File: config.mk
export PLATFORM = sky130hd
export DESIGN_NAME = demo_sequencer
export DESIGN_NICKNAME = d
export VERILOG_FILES = /design/src/rtl/demo_pkg.sv /design/src/rtl/demo_sequencer_frame_edge_det.sv /design/src/rtl/demo_sequencer.sv
export SDC_FILE = /design/constraint.sdc
export NUM_CORES = 1
export LEC_CHECK = 0
export ABC_AREA = 1
export CAP_MARGIN = 20
export CORE_MARGIN = 2
export CORE_UTILIZATION = 50
export CTS_CLUSTER_SIZE = 16
export DETAILED_ROUTE_END_ITERATION = 10
export GPL_ROUTABILITY_DRIVEN = 0
export PLACE_DENSITY = 0.77
export SETUP_SLACK_MARGIN = 0.4
export SYNTH_ARGS = -nofsm -noshare
export SYNTH_HDL_FRONTEND = slang
export SYNTH_SLANG_ARGS = --single-unit
export TNS_END_PERCENT = 5
File: constraint.sdc
create_clock -name clk -period 4.6 [get_ports clk]
set_clock_uncertainty 0.05 [all_clocks]
set_input_delay 1.15 -clock clk [delete_from_list [all_inputs] [get_ports clk]]
set_output_delay 1.15 -clock clk [all_outputs]
set_load 0.01 [all_outputs]
File: src/rtl/demo_pkg.sv
// Shared types and constants for the demo pattern sequencer.
// Holds the step-to-mode table and the scheduler state types.
package demo_pkg;

  localparam int NUM_STEPS = 8;

  // Entry [n] is the pattern mode for step n (step 0 = 1 ... step 7 = 6).
  localparam logic [NUM_STEPS-1:0][3:0] MODE_TABLE = {
    4'd6, 4'd7, 4'd4, 4'd2,
    4'd5, 4'd3, 4'd4, 4'd1
  };

  typedef enum logic {
    RST_HOLD,
    RUN
  } seq_state_t;

  typedef struct packed {
    logic [1:0] variant;
    logic [2:0] step;
    logic [2:0] depth;
  } sched_t;

  function automatic logic [3:0] mode_of(input logic [2:0] step);
    return MODE_TABLE[step];
  endfunction

endpackage

File: src/rtl/demo_sequencer_frame_edge_det.sv
// Frame-start detector: active edge of vsync in either polarity.
// new_frame is combinational; frame_strobe is its registered copy.
module frame_edge_det (
  input  logic clk,
  input  logic rst,
  input  logic vsync,
  input  logic vsync_pol,
  output logic new_frame,
  output logic frame_strobe
);

  logic prev_vsync;

  assign new_frame = (vsync == vsync_pol) &&
                     (prev_vsync != vsync_pol);

  // Remember last vsync and emit a one-cycle strobe per frame start.
  always_ff @(posedge clk) begin
    if (rst) begin
      prev_vsync   <= 1'b0;
      frame_strobe <= 1'b0;
    end else begin
      prev_vsync   <= vsync;
      frame_strobe <= new_frame;
    end
  end

endmodule

File: src/rtl/demo_sequencer.sv
// Demo sequencer: steps the pattern project through a mode/depth
// schedule, pulsing the project reset on every step change.
module demo_sequencer
  import demo_pkg::*;
#(
  parameter int DEPTH_FRAMES = 60,
  parameter int RST_CYCLES   = 4
) (
  input  logic       clk,
  input  logic       rst,
  input  logic       vsync,
  input  logic       vsync_pol,
  input  logic       manual_en,
  input  logic [3:0] manual_mode,
  input  logic [2:0] manual_depth,
  input  logic       hold,
  input  logic       skip,
  output logic [3:0] mode_out,
  output logic [2:0] depth_out,
  output logic [1:0] variant_out,
  output logic [2:0] step_out,
  output logic       proj_rst_n,
  output logic       frame_strobe
);

  localparam int FW =
    (DEPTH_FRAMES > 1) ? $clog2(DEPTH_FRAMES) : 1;
  localparam int HW =
    (RST_CYCLES > 1) ? $clog2(RST_CYCLES) : 1;
  localparam logic [FW-1:0] F_LAST = FW'(DEPTH_FRAMES - 1);
  localparam logic [HW-1:0] H_LAST = HW'(RST_CYCLES - 1);

  seq_state_t    state, state_nx;
  logic [HW-1:0] hold_cnt, hold_nx;
  logic [FW-1:0] frame_cnt, frame_nx;
  sched_t        sch, sch_nx;

  logic new_frame;
  logic auto_run;
  logic ev_frame;
  logic bump_frame;
  logic bump_depth;
  logic bump_step;

  frame_edge_det u_edge (
    .clk          (clk),
    .rst          (rst),
    .vsync        (vsync),
    .vsync_pol    (vsync_pol),
    .new_frame    (new_frame),
    .frame_strobe (frame_strobe)
  );

  // Schedule events; skip pre-empts a coincident frame start.
  assign auto_run   = (state == RUN) && !manual_en && !hold;
  assign ev_frame   = auto_run && new_frame && !skip;
  assign bump_frame = ev_frame && (frame_cnt != F_LAST);
  assign bump_depth = ev_frame && (frame_cnt == F_LAST) &&
                      (sch.depth != 3'd7);
  assign bump_step  = (auto_run && skip) ||
                      (ev_frame && (frame_cnt == F_LAST) &&
                       (sch.depth == 3'd7));

  // State, hold counter and schedule registers.
  always_ff @(posedge clk) begin
    if (rst) begin
      state     <= RST_HOLD;
      hold_cnt  <= '0;
      frame_cnt <= '0;
      sch       <= '0;
    end else begin
      state     <= state_nx;
      hold_cnt  <= hold_nx;
      frame_cnt <= frame_nx;
      sch       <= sch_nx;
    end
  end

  // Next-state: reset-hold countdown, then frame/depth/step advance.
  always_comb begin
    state_nx = state;
    hold_nx  = hold_cnt;
    frame_nx = frame_cnt;
    sch_nx   = sch;
    if (state == RST_HOLD) begin
      if (hold_cnt == H_LAST) begin
        state_nx = RUN;
        hold_nx  = '0;
      end else begin
        hold_nx = hold_cnt + 1'b1;
      end
    end else begin
      unique case (1'b1)
        bump_frame: frame_nx = frame_cnt + 1'b1;
        bump_depth: begin
          frame_nx     = '0;
          sch_nx.depth = sch.depth + 3'd1;
        end
        bump_step: begin
          frame_nx     = '0;
          sch_nx.depth = '0;
          sch_nx.step  = sch.step + 3'd1;
          if (sch.step == 3'd7)
            sch_nx.variant = sch.variant + 2'd1;
          state_nx = RST_HOLD;
          hold_nx  = '0;
        end
        default: ;
      endcase
    end
  end

  // Registered outputs follow the next-state values.
  always_ff @(posedge clk) begin
    if (rst) begin
      mode_out    <= 4'b0001;
      depth_out   <= '0;
      variant_out <= '0;
      step_out    <= '0;
      proj_rst_n  <= 1'b0;
    end else begin
      mode_out    <= manual_en ? manual_mode
                               : mode_of(sch_nx.step);
      depth_out   <= manual_en ? manual_depth : sch_nx.depth;
      variant_out <= sch_nx.variant;
      step_out    <= sch_nx.step;
      proj_rst_n  <= (state_nx == RUN);
    end
  end

endmodule

# Word-level counts from Yosys, hierarchy flattened
# Memories as Yosys holds them, arrays and structs flattened.
# Cells that the tools add are included.
[totals]
reg_bits = 26
rom_bits = 32
in_bits = 14
output_inout_bits = 14
mem_count = 1
[mem_list]
columns = ["name", "words", "word_bits", "read_ports", "rd_clocked_by_memory_dff", "write_ports", "line", "text"]
rows = [
  ["(name not given)", 8, 4, 1, 0, 0, "demo_pkg.sv:25", "return MODE_TABLE[step];"],
]
[classes]
add_sub_neg = 5
magnitude_cmp = 1
n_eq_ne = 9
n_mux = 14
n_reduce_logical = 18
[ops]
columns = ["cell", "count"]
rows = [
  ["6-bit case mux with 2 select lines", 1],
  ["1-bit logical AND", 10],
  ["2-bit two-way mux", 4],
  ["4-bit two-way mux", 2],
  ["8-bit two-way mux", 1],
  ["3-bit by 1-bit adder with 3-bit output, second input constant", 2],
  ["6-bit by 1-bit adder with 6-bit output, second input constant", 1],
  ["3-bit equality test, second input constant", 2],
  ["6-bit equality test, second input constant", 1],
  ["6-bit != test, second input constant", 1],
  ["3-bit case mux with 2 select lines", 1],
  ["5-bit two-way mux", 1],
  ["2-bit by 1-bit adder with 2-bit output, second input constant", 2],
  ["3-bit by 4-bit less-than comparator with 1-bit output, second input constant", 1],
  ["1-bit logical NOT", 3],
  ["1-bit two-way mux", 3],
  ["3-bit two-way mux", 1],
  ["3-bit != test, second input constant", 1],
  ["3-bit AND reduction", 1],
  ["2-bit equality test, second input constant", 1],
  ["2-bit by 1-bit != test with 1-bit output, second input constant", 1],
  ["2-bit AND reduction", 1],
  ["2-bit nonzero test", 1],
  ["2-bit OR reduction", 1],
  ["other kinds (3)", 3],
]

# Depth between registers and ports, before layout
# Gate-level depths: netlist of the first run.
[depth]
depth_word = 13
mapped_depth = 13

# By module
# A second synthesis of the first run with hierarchy kept.
[hier_totals]
hier_cells = 177
hier_area_um2 = 1297.5
[by_module_without_submodules]
columns = ["mod", "instances", "cells_each", "area_per_inst_um2", "seq_area_each_um2"]
rows = [
  ["demo_sequencer", 1, 164, 1211.2, 480.5],
  ["frame_edge_det", 1, 13, 86.3, 40.0],
]

# Worst setup path before layout of the first run
# Ideal clock, no wire load.
[synth_path]
path_type = "input to register"
startpoint = "in manual_en"
endpoint = "reg variant_out[1]"
arrival_ns = 2.099
t_required_ns = 4.428
path_slack_ns = 2.330
path_stages = 10
path_cell_list = "inv_4 nand2_2 nor2_2 nand3_2 o21bai_4 nand2_4 inv_2 nand2_2 nor3_1 nor3b_2"
[synth_via]
elab_chain_cells = 9
word_cells_on_any_way = 10
cone_classes = "reduce/logical: 10"
[synth_rtl]
columns = ["item", "line", "text"]
rows = [
  ["start, declared", "demo_sequencer.sv:13", "input logic manual_en,"],
  ["1-bit logical NOT *", "demo_sequencer.sv:55", "assign auto_run = (state == RUN) && !manual_en && !hold;"],
  ["1-bit logical AND * (2 in series)", "demo_sequencer.sv:55", ""],
  ["1-bit logical AND (2 in series)", "demo_sequencer.sv:56", "assign ev_frame = auto_run && new_frame && !skip;"],
  ["1-bit logical AND (2 in series)", "demo_sequencer.sv:61", "(ev_frame && (frame_cnt == F_LAST) &&"],
  ["1-bit logical OR *", "demo_sequencer.sv:60", "assign bump_step = (auto_run && skip) ||"],
  ["3-bit AND reduction (no line) *", "-", ""],
  ["end signal, assigned", "demo_sequencer.sv:125", "variant_out <= sch_nx.variant;"],
  ["end, declared", "demo_sequencer.sv:20", "output logic [1:0] variant_out,"],
]
# Every way passes the cells marked *; elsewhere a longest branch is shown, timed or not.
# A chain may end at the register's enable or synchronous reset.

# Worst setup path in the final report of the first run
[layout_path]
startpoint = "in manual_en"
endpoint = "reg frame_cnt[4]"
[layout_via]
elab_chain_cells = 11
word_cells_on_any_way = 15
cone_classes = "mux: 1; reduce/logical: 14"
[layout_rtl]
columns = ["item", "line", "text"]
rows = [
  ["1-bit logical NOT *", "demo_sequencer.sv:55", ""],
  ["1-bit logical AND * (2 in series)", "demo_sequencer.sv:55", ""],
  ["1-bit logical AND (2 in series)", "demo_sequencer.sv:56", ""],
  ["1-bit logical AND", "demo_sequencer.sv:58, demo_sequencer.sv:61", ""],
  ["1-bit logical AND", "demo_sequencer.sv:61", ""],
  ["1-bit logical OR", "demo_sequencer.sv:60", ""],
  ["2-bit OR reduction (no line)", "-", ""],
  ["2-bit nonzero test (no line)", "-", ""],
  ["2-bit AND reduction (no line)", "-", ""],
  ["end signal, assigned", "demo_sequencer.sv:74", "frame_cnt <= frame_nx;"],
  ["end, declared", "demo_sequencer.sv:35", "logic [FW-1:0] frame_cnt, frame_nx;"],
]
# Marked as above.

==> flow_metrics.py, run 1 <==
metrics = {
    "logic_synthesis": {
        "synth_top_area_share_pct": 41.4,
        "ys_ff_latch": 26,
        "synth_cell_types": 27,
        "ys_warn_count": 0,
        "yosysSeqAreaShare_pct": 41.4,
        "syn_nets": 186,
        "syn_inst": 166,
        "syn_area_per_cell_um2": 7.58,
        "netlist_area_um2": 1260,
        "synth_top_cells_by_area": "dfxtp_1, nand2_1, inv_1",
        "yosysTopAreaCell": "dfxtp_1",
    },
    "grt": {
        "grt_start_max_net_pins": 17,
        "grt_pass1_vias": 1119,
        "grt_pass1_wl_um": 4350,
        "grt_overflow": 0,
        "grt_usage_pct": 20.6,
        "antenna_found_initial": 0,
    },
    "cts": {
        "cts_tree": "done",
        "clock_path_buffers": 2,
        "cts_buffers": 3,
        "htreeDepth": 1,
        "clk_pin_slew_ns": 0.15,
        "post_cts_resized": 0,
        "insertion_delay_ns": 0.33,
        "cts_sinks": 26,
        "root_buffer": "clkbuf_4",
        "ctsHoldBuffers": 0,
        "cts_setup_buffers": 0,
    },
    "timing": {
        "fmax_mhz": 377,
        "worst_pin_slew_ns": 0.608,
        "rsz0062_at_grt": "no",
        "final-setup-viol-count": 0,
        "maxSlewViolCount": 0,
        "finalHoldViolCount": 0,
        "period_share_pct": 57.6,
        "tns_ns": 0,
        "slew_headroom_pct": 59.3,
        "finalCriticalPeriod_ns": 2.65,
    },
    "placed_design": {
        "place_inst": 216,
        "dp_hpwl_um": 2020,
        "port_buffers": 27,
    },
    "critical_path": {
        "cpPeakStageDelay_ns": 0.48,
        "critPathBufInv": 3,
        "cpMaxStageDelayCell": "clkdlybuf4s50_1",
        "path_cells": "clkdlybuf4s50_1 -> inv_4 -> nand2_2 -> nor3_2 -> inv_1 -> nand2_1 -> nand2_1 -> nor2_1 -> nand2_1 -> nor2_1 -> nor3b_2",
        "cpMostUsedCell": "nand2_1",
        "crit_path_end_kind": "flip-flop",
        "start_kind": "input port",
        "arrival_ns": 2.83,
        "critPathTopFamily": "simple AND/OR/NAND/NOR gates",
        "cp.required_ns": 4.78,
        "cp_max_fo": 10,
        "crit_type": "input port to flip-flop",
    },
    "die": {
        "die_area_um2": 2930,
        "row_count": 18,
        "io_pins": 28,
        "core_um2": 2430,
        "start_util_pct": 51.7,
        "fp.dieH_um": 54.2,
        "die_width_um": 54.2,
    },
    "drt": {
        "drc": 0,
        "wirelength_um": 2610,
        "drtIter0Drc": 16,
        "dr_total_vias": 1093,
        "antenna_left": 0,
        "drt_first_pass_iters": 4,
        "post_drt_via_cell_ratio": 4.97,
        "wl_per_cell_um": 11.8,
    },
    "flow_run": {
        "maxCapViolations": 0,
    },
    "status": {
        "outcome": "complete, no violations",
    },
    "cells_and_area": {
        "final_common_cell": "nand2_1",
        "fill_cells": 220,
        "drive_gt1_share_pct": 11.6,
        "fin_cells": 220,
        "insertedDiodeCount": 0,
        "fin_nets": 211,
        "mostFrequentLayoutCells": "nand2_1, clkdlybuf4s50_1, dfxtp_1",
        "area_growth_pct": 25.0,
    },
    "power": {
        "leakagePower_nw": 0.659,
        "ir_drop_uv": 210,
        "power_density_nw_per_um2": 288,
    },
    "worst_hold_path": {
        "hp-class": "flip-flop to flip-flop",
    },
}
==> metrics by stage <==
stage / area (um2) / setup WS [ns] / utilization [%] / power, mW / hold slack (ns)
after floorplan: 1260 / 2.33 / - / 0.270 / 0.382
after global placement: 1520 / 1.69 / 62.4 / 0.295 / 0.398
after detailed placement: 1520 / 1.57 / 62.4 / 0.298 / 0.426
after CTS: 1570 / 1.93 / 64.6 / 0.456 / 0.445
after global routing: 1570 / 1.74 / 64.6 / 0.474 / 0.481
final: 1570 / 1.95 / 64.6 / 0.452 / 0.446
==> layout make-up <==
cell class / instances / area, um2 / area share, %
Sequential cell: 26 / 520 / 33.1
Tap cell: 30 / 37.5 / 2.39
Inverter: 24 / 92.6 / 5.89
Timing Repair Buffer: 27 / 270 / 17.2
Clock inverter: 1 / 30.0 / 1.91
Multi-Input combinational cell: 109 / 598 / 38.1
Clock buffer: 3 / 22.5 / 1.43
==> routing by layer <==
layer / wire [um] / GRT usage (%)
met1: 1090 / 20.2
met2: 1380 / 39.6
met3: 85 / 3.61
met4: 59 / 11.7
met5: 0 / 0
==> report_power, final <==
group	switching [mW]	internal (mW)
registers	0.00601	0.235
clock network	0.0716	0.0882
logic	0.0242	0.0272
==> cell families after synthesis <==
group / count (synthesis) / synth area share [%]
AO/OA/AOI/OAI: 25 / 11.6
adder cells (fa/ha/maj): 6 / 5.97
buffers and inverters: 31 / 11.0
flip-flops: 26 / 41.4
AND/OR/NAND/NOR: 78 / 29.9
==> flip-flops by register name (all words and copies together) (netlist names) <==
| signal | flops |
|---|---|
| frame_cnt | 6 |
| mode_out | 4 |
| depth_out | 3 |
| sch | 3 |
| step_out | 3 |
| hold_cnt | 2 |
| variant_out | 2 |
| proj_rst_n | 1 |
| u_edge.frame_strobe | 1 |
| u_edge.prev_vsync | 1 |
==> path summary, 6_finish.rpt <==
path | to | slack, ns | cells after the start | from
worst max-delay path | frame_cnt[4]$_SDFFE_PP0P_ | 1.95 | 11 | manual_en
worst min-delay path | frame_cnt[0]$_SDFFE_PP0P_ | 0.45 | 2 | frame_cnt[0]$_SDFFE_PP0P_
worst max register to register | mode_out[1]$_SDFF_PP0_ | 2.75 | 13 | frame_cnt[0]$_SDFFE_PP0P_
worst min register to register | frame_cnt[0]$_SDFFE_PP0P_ | 0.45 | 2 | frame_cnt[0]$_SDFFE_PP0P_
==> cell usage after synthesis <==
library cell,instances
nor2_1,16
dfxtp_1,26
nor3_1,5
nand2_2,6
a31oi_1,1
nand2_1,34
inv_2,2
a21oi_1,11
nand3_2,1
nor3_2,1
o22ai_1,2
o21ai_2,1
clkbuf_1,1
nor3b_1,2
nand2_4,1
nor3b_2,2
ha_1,6
nand3_1,7
o21ai_1,2
o21ai_0,7
nand3b_1,1
nor2_2,2
inv_1,21
inv_4,1
o21bai_4,1
buf_4,5
buf_2,1
==> tightest hold or removal path, stage by stage (launching register included) <==
cell and delay, ns:
dfxtp_1 0.36, nand2_1 0.06, a21oi_1 0.05
(Power assumes the default switching activity.)
==> run 2: changes to the inputs <==
- CORE_UTILIZATION: 50 -> 44
- PLACE_DENSITY: 0.77 -> 0.72
- clock period: 4.6 -> 2.25 ns (I/O delays scaled with it)
==> flow_metrics.py, run 2 (synthesis gave the netlist of run 1 again) <==
metrics = {
    "critical_path": {
        "crit_path_end_kind": "primary output",
        "rrSetupSlack_ns": 0.47,
        "path_depth": 1,
        "critPathBufInv": 1,
        "critPathTopFamily": "buffers and inverters",
        "rr_startpoint": "frame_cnt[0]$_SDFFE_PP0P_",
        "cp_max_fo": 4,
        "cpPeakStageDelay_ns": 0.54,
        "cp.required_ns": 1.64,
        "path_cells": "clkdlybuf4s50_1",
        "endpoint": "step_out[1]",
        "crit_type": "flip-flop to primary output",
        "arrival_ns": 1.25,
        "critPathLaunch": "step_out[1]$_SDFF_PP0_",
        "cpMaxStageDelayCell": "clkdlybuf4s50_1",
        "rr_worst_depth": 13,
        "start_kind": "flip-flop",
        "reg2reg_to": "mode_out[1]$_SDFF_PP0_",
    },
    "flow_run": {
        "maxCapViolations": 0,
    },
    "cts": {
        "ctsHoldBuffers": 0,
        "cts_tree": "done",
        "clock_path_buffers": 2,
        "insertion_delay_ns": 0.33,
        "cts_buffers": 3,
        "clk_pin_slew_ns": 0.15,
        "htreeDepth": 1,
        "root_buffer": "clkbuf_4",
        "cts_sinks": 26,
    },
    "die": {
        "core_um2": 2730,
        "start_util_pct": 46.0,
        "die_area_um2": 3300,
        "die_width_um": 57.5,
        "row_count": 19,
        "fp.dieH_um": 57.5,
        "io_pins": 28,
    },
    "timing": {
        "hold-worst-slack_ns": 0.422,
        "period_share_pct": 82.8,
        "finalCriticalPeriod_ns": 1.86,
        "fmax_mhz": 537,
        "finalHoldViolCount": 0,
        "maxSlewViolCount": 0,
        "final-setup-viol-count": 0,
        "rsz0062_at_grt": "yes",
        "worst_pin_slew_ns": 0.233,
        "slew_headroom_pct": 84.3,
    },
    "drt": {
        "drt_first_pass_iters": 4,
        "dr_total_vias": 1131,
        "antenna_left": 0,
        "post_drt_via_cell_ratio": 4.94,
        "wl_per_cell_um": 11.5,
        "drc": 0,
        "wirelength_um": 2630,
        "drtIter0Drc": 34,
    },
    "grt": {
        "antenna_found_initial": 0,
        "grt_pass1_vias": 1078,
        "grt_start_max_net_pins": 16,
        "grt_usage_pct": 16.8,
        "grt_overflow": 0,
        "grt_pass1_wl_um": 4330,
    },
    "status": {
        "outcome": "complete, no violations",
    },
    "cells_and_area": {
        "final_area_um2": 1690,
        "seqCellArea_um2": 531,
        "final_common_cell": "nand2_1",
        "mostFrequentLayoutCells": "nand2_1, dfxtp_1, inv_1, clkdlybuf4s50_1, nor2_1",
        "drive_gt1_share_pct": 20.2,
        "multi_input_area_um2": 637,
        "insertedDiodeCount": 0,
        "area_growth_pct": 34.3,
        "largest_reg_flops": 6,
        "regMostFlops": "frame_cnt",
        "fin_nets": 219,
        "fill_cells": 220,
        "largestRegisters": "frame_cnt x6, mode_out x4",
    },
    "power": {
        "ir_drop_uv": 513,
        "power_density_nw_per_um2": 549,
        "leakagePower_nw": 0.763,
    },
    "placed_design": {
        "port_buffers": 27,
        "placed_area_um2": 1560,
        "dp_hpwl_um": 1980,
    },
    "worst_hold_path": {
        "hp-class": "flip-flop to flip-flop",
        "min_from": "hold_cnt[0]$_SDFFE_PP0P_",
    },
}
-- run 2: how the worst min path moves through the flow --
stage | to | depth (start not counted)
2_1_floorplan | hold_cnt[0]$_SDFFE_PP0P_ | 1
3_3_place_gp | hold_cnt[0]$_SDFFE_PP0P_ | 1
3_5_place_dp | hold_cnt[0]$_SDFFE_PP0P_ | 1
4_1_cts | hold_cnt[0]$_SDFFE_PP0P_ | 1
5_1_grt | hold_cnt[0]$_SDFFE_PP0P_ | 1
6_report | hold_cnt[0]$_SDFFE_PP0P_ | 1
-- run 2: power by group --
group	internal (mW)	switching [mW]
registers	0.480	0.0113
clock network	0.180	0.143
logic	0.0597	0.0535
total	0.720	0.207
-- run 2: area by class of cell --
type	count	share of cell area, %
clock buffers	3	1.33
multi-input cells	110	37.7
inverters	24	5.48
clock inverters	1	1.78
well taps	31	2.30
repair buffers	34	20.0
flip-flops and latches	26	31.4
-- run 2: through the flow --
step                TNS (ns)  worst slack, ns  std cells  util [%]  power [mW]
finish                     0            0.388        229      61.8       0.927
global route               0            0.306        229      61.8       0.967
CTS                        0            0.356        226      59.1       0.934
detailed placement   -0.0391          -0.0229        222      57.0       0.613
global placement           0           0.0397        222      57.0       0.609
floorplan                  0            0.567        166         -       0.553
-- run 2: timing repair --
action,in CTS,in global routing
buffers inserted,0,2
endpoints found under the setup margin,13,25
gates resized for setup,6,15
gates cloned,0,1
pin swaps,0,5
-- run 2: routing by layer --
metal / wire (um) / vias to the layer above / global-route usage (%) / part of all wire [%]
met1: 1080 / 509 / 19.6 / 41
li1: - / 588 / - / -
met5: 0 / - / 0 / 0
met2: 1390 / 26 / 28.4 / 53
met4: 59 / 0 / 6.64 / 2.2
met3: 105 / 8 / 5.22 / 4.0
